$ cat config.mk
export PLATFORM = sky130hd
export DESIGN_NAME = ahb2apb_bridge_param
export DESIGN_NICKNAME = d
export VERILOG_FILES = /design/src/rtl/ahb2apb_bridge_param.sv
export SDC_FILE = /design/constraint.sdc
export NUM_CORES = 1
export LEC_CHECK = 0
export BUFFER_PORTS_ARGS = -buffer_cell sky130_fd_sc_hd__buf_4
export CAP_MARGIN = 20
export CELL_PAD_IN_SITES_DETAIL_PLACEMENT = 0
export CELL_PAD_IN_SITES_GLOBAL_PLACEMENT = 1
export CORE_MARGIN = 8
export CORE_UTILIZATION = 30
export CTS_BUF_LIST = sky130_fd_sc_hd__clkbuf_4 sky130_fd_sc_hd__clkbuf_8
export DETAILED_ROUTE_END_ITERATION = 8
export PLACE_DENSITY_LB_ADDON = 0.3
export SLEW_MARGIN = 30
export SYNTH_ARGS = -nofsm -noshare
export SYNTH_HDL_FRONTEND = slang
export SYNTH_SLANG_ARGS = --single-unit
export TNS_END_PERCENT = 1
$ cat constraint.sdc
create_clock -name Hclk -period 3.7 [get_ports Hclk]
set_input_delay 0.74 -clock Hclk [delete_from_list [all_inputs] [get_ports Hclk]]
set_output_delay 0.74 -clock Hclk [all_outputs]
set_load 0.02 [all_outputs]
$ cat src/rtl/ahb2apb_bridge_param.sv
// AHB-lite slave to APB master bridge, parametrised width and slave count, with
// wait states, slave error and decode-miss ERROR. Optional ACCESS timeout: AHB2APB_TIMEOUT_EN.
module ahb2apb_bridge_param #(
    parameter int unsigned         ADDR_W      = 32,
    parameter int unsigned         DATA_W      = 32,
    parameter int unsigned         NUM_SLAVES  = 3,
    parameter logic [ADDR_W-1:0]   BASE_ADDR   = ADDR_W'(32'h8000_0000),
    parameter int unsigned         REGION_BITS = 26,
    parameter int unsigned         TIMEOUT     = 16
) (
    input  logic                  Hclk,
    input  logic                  Hresetn,
    input  logic                  Hwrite,
    input  logic                  Hreadyin,
    input  logic [1:0]            Htrans,
    input  logic [ADDR_W-1:0]     Haddr,
    input  logic [DATA_W-1:0]     Hwdata,
    output logic                  Hreadyout,
    output logic [1:0]            Hresp,
    output logic [DATA_W-1:0]     Hrdata,
    output logic [NUM_SLAVES-1:0] Pselx,
    output logic                  Penable,
    output logic                  Pwrite,
    output logic [ADDR_W-1:0]     Paddr,
    output logic [DATA_W-1:0]     Pwdata,
    input  logic [DATA_W-1:0]     Prdata,
    input  logic                  Pready,
    input  logic                  Pslverr
);

    localparam int unsigned IDX_W = (NUM_SLAVES > 1) ? $clog2(NUM_SLAVES) : 1;

    typedef enum logic [2:0] {
        IDLE,
        WDATA,
        SETUP,
        ACCESS,
        ERR1,
        ERR2
    } state_t;

    state_t                  state;
    state_t                  state_n;
    logic                    valid;
    logic                    hit;
    logic                    accept;
    logic                    timed_out;
    logic [ADDR_W-1:0]       off;
    logic [ADDR_W-1:0]       region;
    logic [IDX_W-1:0]        dec_idx;
    logic [IDX_W-1:0]        idx_q;
    logic [IDX_W-1:0]        sel_idx;
    logic [NUM_SLAVES-1:0]   sel_onehot;
    logic                    unused_ok;

    assign unused_ok = ^{Htrans[0], 32'(TIMEOUT)};

    assign valid   = Hreadyin & Htrans[1];
    assign off     = Haddr - BASE_ADDR;
    assign region  = off >> REGION_BITS;
    assign hit     = (Haddr >= BASE_ADDR) && (region < ADDR_W'(NUM_SLAVES));
    assign dec_idx = region[IDX_W-1:0];
    assign accept  = (state == IDLE) && valid && hit;

    // A read goes straight from IDLE to SETUP, so the select must come from the live decode there.
    always_comb begin
        sel_idx    = (state == IDLE) ? dec_idx : idx_q;
        sel_onehot = '0;
        for (int unsigned i = 0; i < NUM_SLAVES; i++) begin
            sel_onehot[i] = (sel_idx == IDX_W'(i));
        end
    end

`ifdef AHB2APB_TIMEOUT_EN
    localparam int unsigned CNT_W = $clog2(TIMEOUT + 1);

    logic [CNT_W-1:0] wait_cnt;

    // Abort on the edge where the TIMEOUT-th Pready-low cycle is counted.
    assign timed_out = (wait_cnt == CNT_W'(TIMEOUT - 1));

    always_ff @(posedge Hclk or negedge Hresetn) begin
        if (!Hresetn) begin
            wait_cnt <= '0;
        end else if (state == SETUP) begin
            wait_cnt <= '0;
        end else if ((state == ACCESS) && !Pready) begin
            wait_cnt <= wait_cnt + 1'b1;
        end
    end
`else
    assign timed_out = 1'b0;
`endif

    always_comb begin
        state_n = state;
        case (state)
            IDLE: begin
                if (valid) begin
                    if (!hit) begin
                        state_n = ERR1;
                    end else if (Hwrite) begin
                        state_n = WDATA;
                    end else begin
                        state_n = SETUP;
                    end
                end
            end
            WDATA:  state_n = SETUP;
            SETUP:  state_n = ACCESS;
            ACCESS: begin
                if (Pready) begin
                    state_n = Pslverr ? ERR1 : IDLE;
                end else if (timed_out) begin
                    state_n = ERR1;
                end
            end
            ERR1:    state_n = ERR2;
            ERR2:    state_n = IDLE;
            default: state_n = IDLE;
        endcase
    end

    // Outputs are registered from the next state so they line up with the state they describe.
    always_ff @(posedge Hclk or negedge Hresetn) begin
        if (!Hresetn) begin
            state     <= IDLE;
            Hreadyout <= 1'b1;
            Hresp     <= 2'b00;
            Hrdata    <= '0;
            Pselx     <= '0;
            Penable   <= 1'b0;
            Pwrite    <= 1'b0;
            Paddr     <= '0;
            Pwdata    <= '0;
            idx_q     <= '0;
        end else begin
            state     <= state_n;
            Hreadyout <= (state_n == IDLE) || (state_n == ERR2);
            Hresp     <= ((state_n == ERR1) || (state_n == ERR2)) ? 2'b01 : 2'b00;
            Pselx     <= ((state_n == SETUP) || (state_n == ACCESS)) ? sel_onehot : '0;
            Penable   <= (state_n == ACCESS);
            if (accept) begin
                Paddr  <= Haddr;
                Pwrite <= Hwrite;
                idx_q  <= dec_idx;
            end
            if (state == WDATA) begin
                Pwdata <= Hwdata;
            end
            if ((state == ACCESS) && (state_n == IDLE) && !Pwrite) begin
                Hrdata <= Prdata;
            end
        end
    end

endmodule

==> run metrics <==
chip height=135 µm; Tcrit/Tclk final=0.522; fraction of registers with async set/reset=1.00; Placement Setup Slack=1410 ps; Ys Warns=0; Syn Nets=357; Antenna Nets Post-Route=0; worst slew pin tran=686 ps; CP endpoint kind=flip-flop; final worst path period need=1930 ps; Crit Path Category=flip-flop to flip-flop; sw frac=0.345; element type at the critical path start=flip-flop; final setup violation count=0; clk_lat worst skew=360 ps; initial antenna violation count=0; number of synthesized register bits=106; Cell Area, Synth=4220 µm²; TritonCTS buffer count=9; power per cell area=818 nW/µm²; drt first pass iters=4; Comb power frac=0.452; Hold Fails Final Rpt=0; cts hold-fix bufs=0; Pins Over Slew Limit=0; core area=13,800 µm²; Resized Gates After CTS=0; postcts setup bufs=0; DIE WIDTH=135 µm; share of cells above drive strength 1=0.700; crit path max fanout=32; final worst-path setup slack=1770 ps; final WL=10.7 mm; final setup TNS=0 ps; Post-Syn Instances=253; CTS Buffer Depth=2; top cells by area, synth=dfrtp_1 62%, mux2_2 17%, mux2_4 11%; Hold Crit Class=primary input to asynchronous set/reset pin; CTS Sinks=106; predominant post-synthesis flop cell=dfrtp_1; antenna diode count=0; post-DP HPWL=8.21 mm; max_slew headroom=0.543; cell leakage power=3.19 nW; sequential-to-total area share from yosys stat=0.629; fraction of power consumed by sequential logic=0.376; first-iteration detailed-routing DRC count=87; DR vias=2,815; die area=18,100 µm²; cell row count=43; # port buffers=205; WL per Instance=16.6 µm; VDD IR max=226 µV; status=complete, no violations; Total Routing Usage GR=0.116; Yosys top cell by area=dfrtp_1; RSZ-0062 raised after global routing=no; max-cap check violation count=0; switching pwr=0.00174 W; first-pass GRT wire length=16.6 mm; htree depth=3; CTS tree=built; I/O pins=208; EDFF count, synth=0; clock root buffer=clkbuf_8; Routability Congestion=0.669; Fillers=1,282; area added between synthesis and finish=45.9%; post-synth cell types=32; clk_skew=11.3 ps; vias in the first global route=3,126; share of the synthesized area in the top cell type=0.623; Max Clk Rate=517 MHz; fin nets=563; clock share of power=0.172; residual overflow from global routing=0; Avg Cell Area, Syn=16.7 µm²; pin count of the biggest net entering global routing=55; worst path required time=3940 ps; DR vias/cell=4.37; WP data arrival=2180 ps; Starting Density=0.305; clock transition at the registers of the reported paths=100 ps; design internal power=0.00330 W; # DRC=0
[cells in the mapped netlist (2+ instances only)]
| master | instances |
|---|---|
| mux2_4 | 30 |
| nand4_1 | 2 |
| a22oi_1 | 3 |
| buf_2 | 8 |
| o211ai_1 | 2 |
| or3_1 | 2 |
| nor2_1 | 2 |
| nand2_1 | 5 |
| or3b_2 | 2 |
| and2_1 | 5 |
| dfrtp_1 | 105 |
| mux2_2 | 63 |
| buf_12 | 3 |
| nand3b_1 | 3 |
[path summary, 6_finish.rpt]
kind	start	to	slack (ps)	cells past startpoint
max	state[2]	Hrdata[31]	1770	2
min	Hresetn	Pwdata[30]	400	1
max reg2reg	state[2]	Hrdata[31]	1770	2
min reg2reg	Paddr[31]	Paddr[31]	480	1
max in group asynchronous	Hresetn	Hreadyout	2510	2
min in group Hclk	Paddr[31]	Paddr[31]	480	1
[power groups by stage]
| stage | logic, W | registers, W | clock network [W] |
|---|---|---|---|
| 3_5_place_dp | 0.00232 | 0.00192 | 0 |
| 6_report | 0.00228 | 0.00190 | 0.000864 |
| 4_1_cts | 0.00233 | 0.00190 | 0.000906 |
| 2_1_floorplan | 0.000802 | 0.00243 | 0 |
| 5_1_grt | 0.00243 | 0.00196 | 0.000945 |
| 3_3_place_gp | 0.00230 | 0.00190 | 0 |
[metal layers]
metal / global-route usage / routed length (µm) / vias to the layer above
met3: 0.0468 / 976 / 10
li1: - / - / 1302
met1: 0.128 / 4210 / 1393
met2: 0.195 / 5350 / 110
met5: 0 / 0 / -
met4: 0.0487 / 163 / 0
[layout by cell type, fill, tap and decap left out, drive strengths merged, types with 2 or more instances in the layout]
| master | synthesis | final |
|---|---|---|
| dfrtp | 105 | 105 |
| o211ai | 2 | 2 |
| bufinv | 0 | 3 |
| a22oi | 3 | 3 |
| buf | 13 | 208 |
| nand2 | 5 | 5 |
| and2 | 5 | 5 |
| nor2 | 2 | 2 |
| mux2 | 93 | 93 |
| or3b | 2 | 2 |
| or3 | 2 | 2 |
| and3 | 2 | 2 |
| nand3b | 3 | 3 |
| clkbuf | 0 | 12 |
| nand4 | 2 | 2 |
[critical path: stages, from the launching register on]
cell and delay [ps]:
dfrtp_1 510, or4_4 870, mux2_4 390
[per-stage QoR]
stage	hold WS (ps)	utilization	cells	power [W]	cell area (µm²)
after floorplan	444	-	253	0.00323	4220
after global placement	454	0.427	628	0.00420	5910
after detailed placement	458	0.427	628	0.00425	5910
after CTS	407	0.445	644	0.00514	6160
after global routing	430	0.445	644	0.00533	6160
final	395	0.445	644	0.00504	6160
[kinds of logic (layout without fill, tap and decap cells)]
group,count (synthesis),in the layout,share of synthesized area
compound gates,9,9,0.0163
buf+inv,14,225,0.0291
flops,106,106,0.629
mux,93,93,0.275
other cells,1,1,0.000889
simple gates,30,30,0.0498
[area by class of cell]
| type | instances | area (µm²) | share of cell area |
|---|---|---|---|
| clock inverters | 4 | 98.8 | 0.0161 |
| repair buffers | 208 | 1570 | 0.256 |
| multi-input cells | 133 | 1450 | 0.235 |
| inverters | 1 | 3.75 | 0.000610 |
| clock buffers | 12 | 153 | 0.0248 |
| flip-flops and latches | 106 | 2650 | 0.431 |
| well taps | 180 | 225 | 0.0366 |
[sequential cells by signal, indices dropped and copies added, names as in the netlist]
name       flops
Hrdata        32
Hreadyout      1
Hresp          1
Paddr         32
Penable        1
Pselx          3
Pwdata        32
Pwrite         1
state          3
No activity file was read; power rests on OpenSTA's default activity.
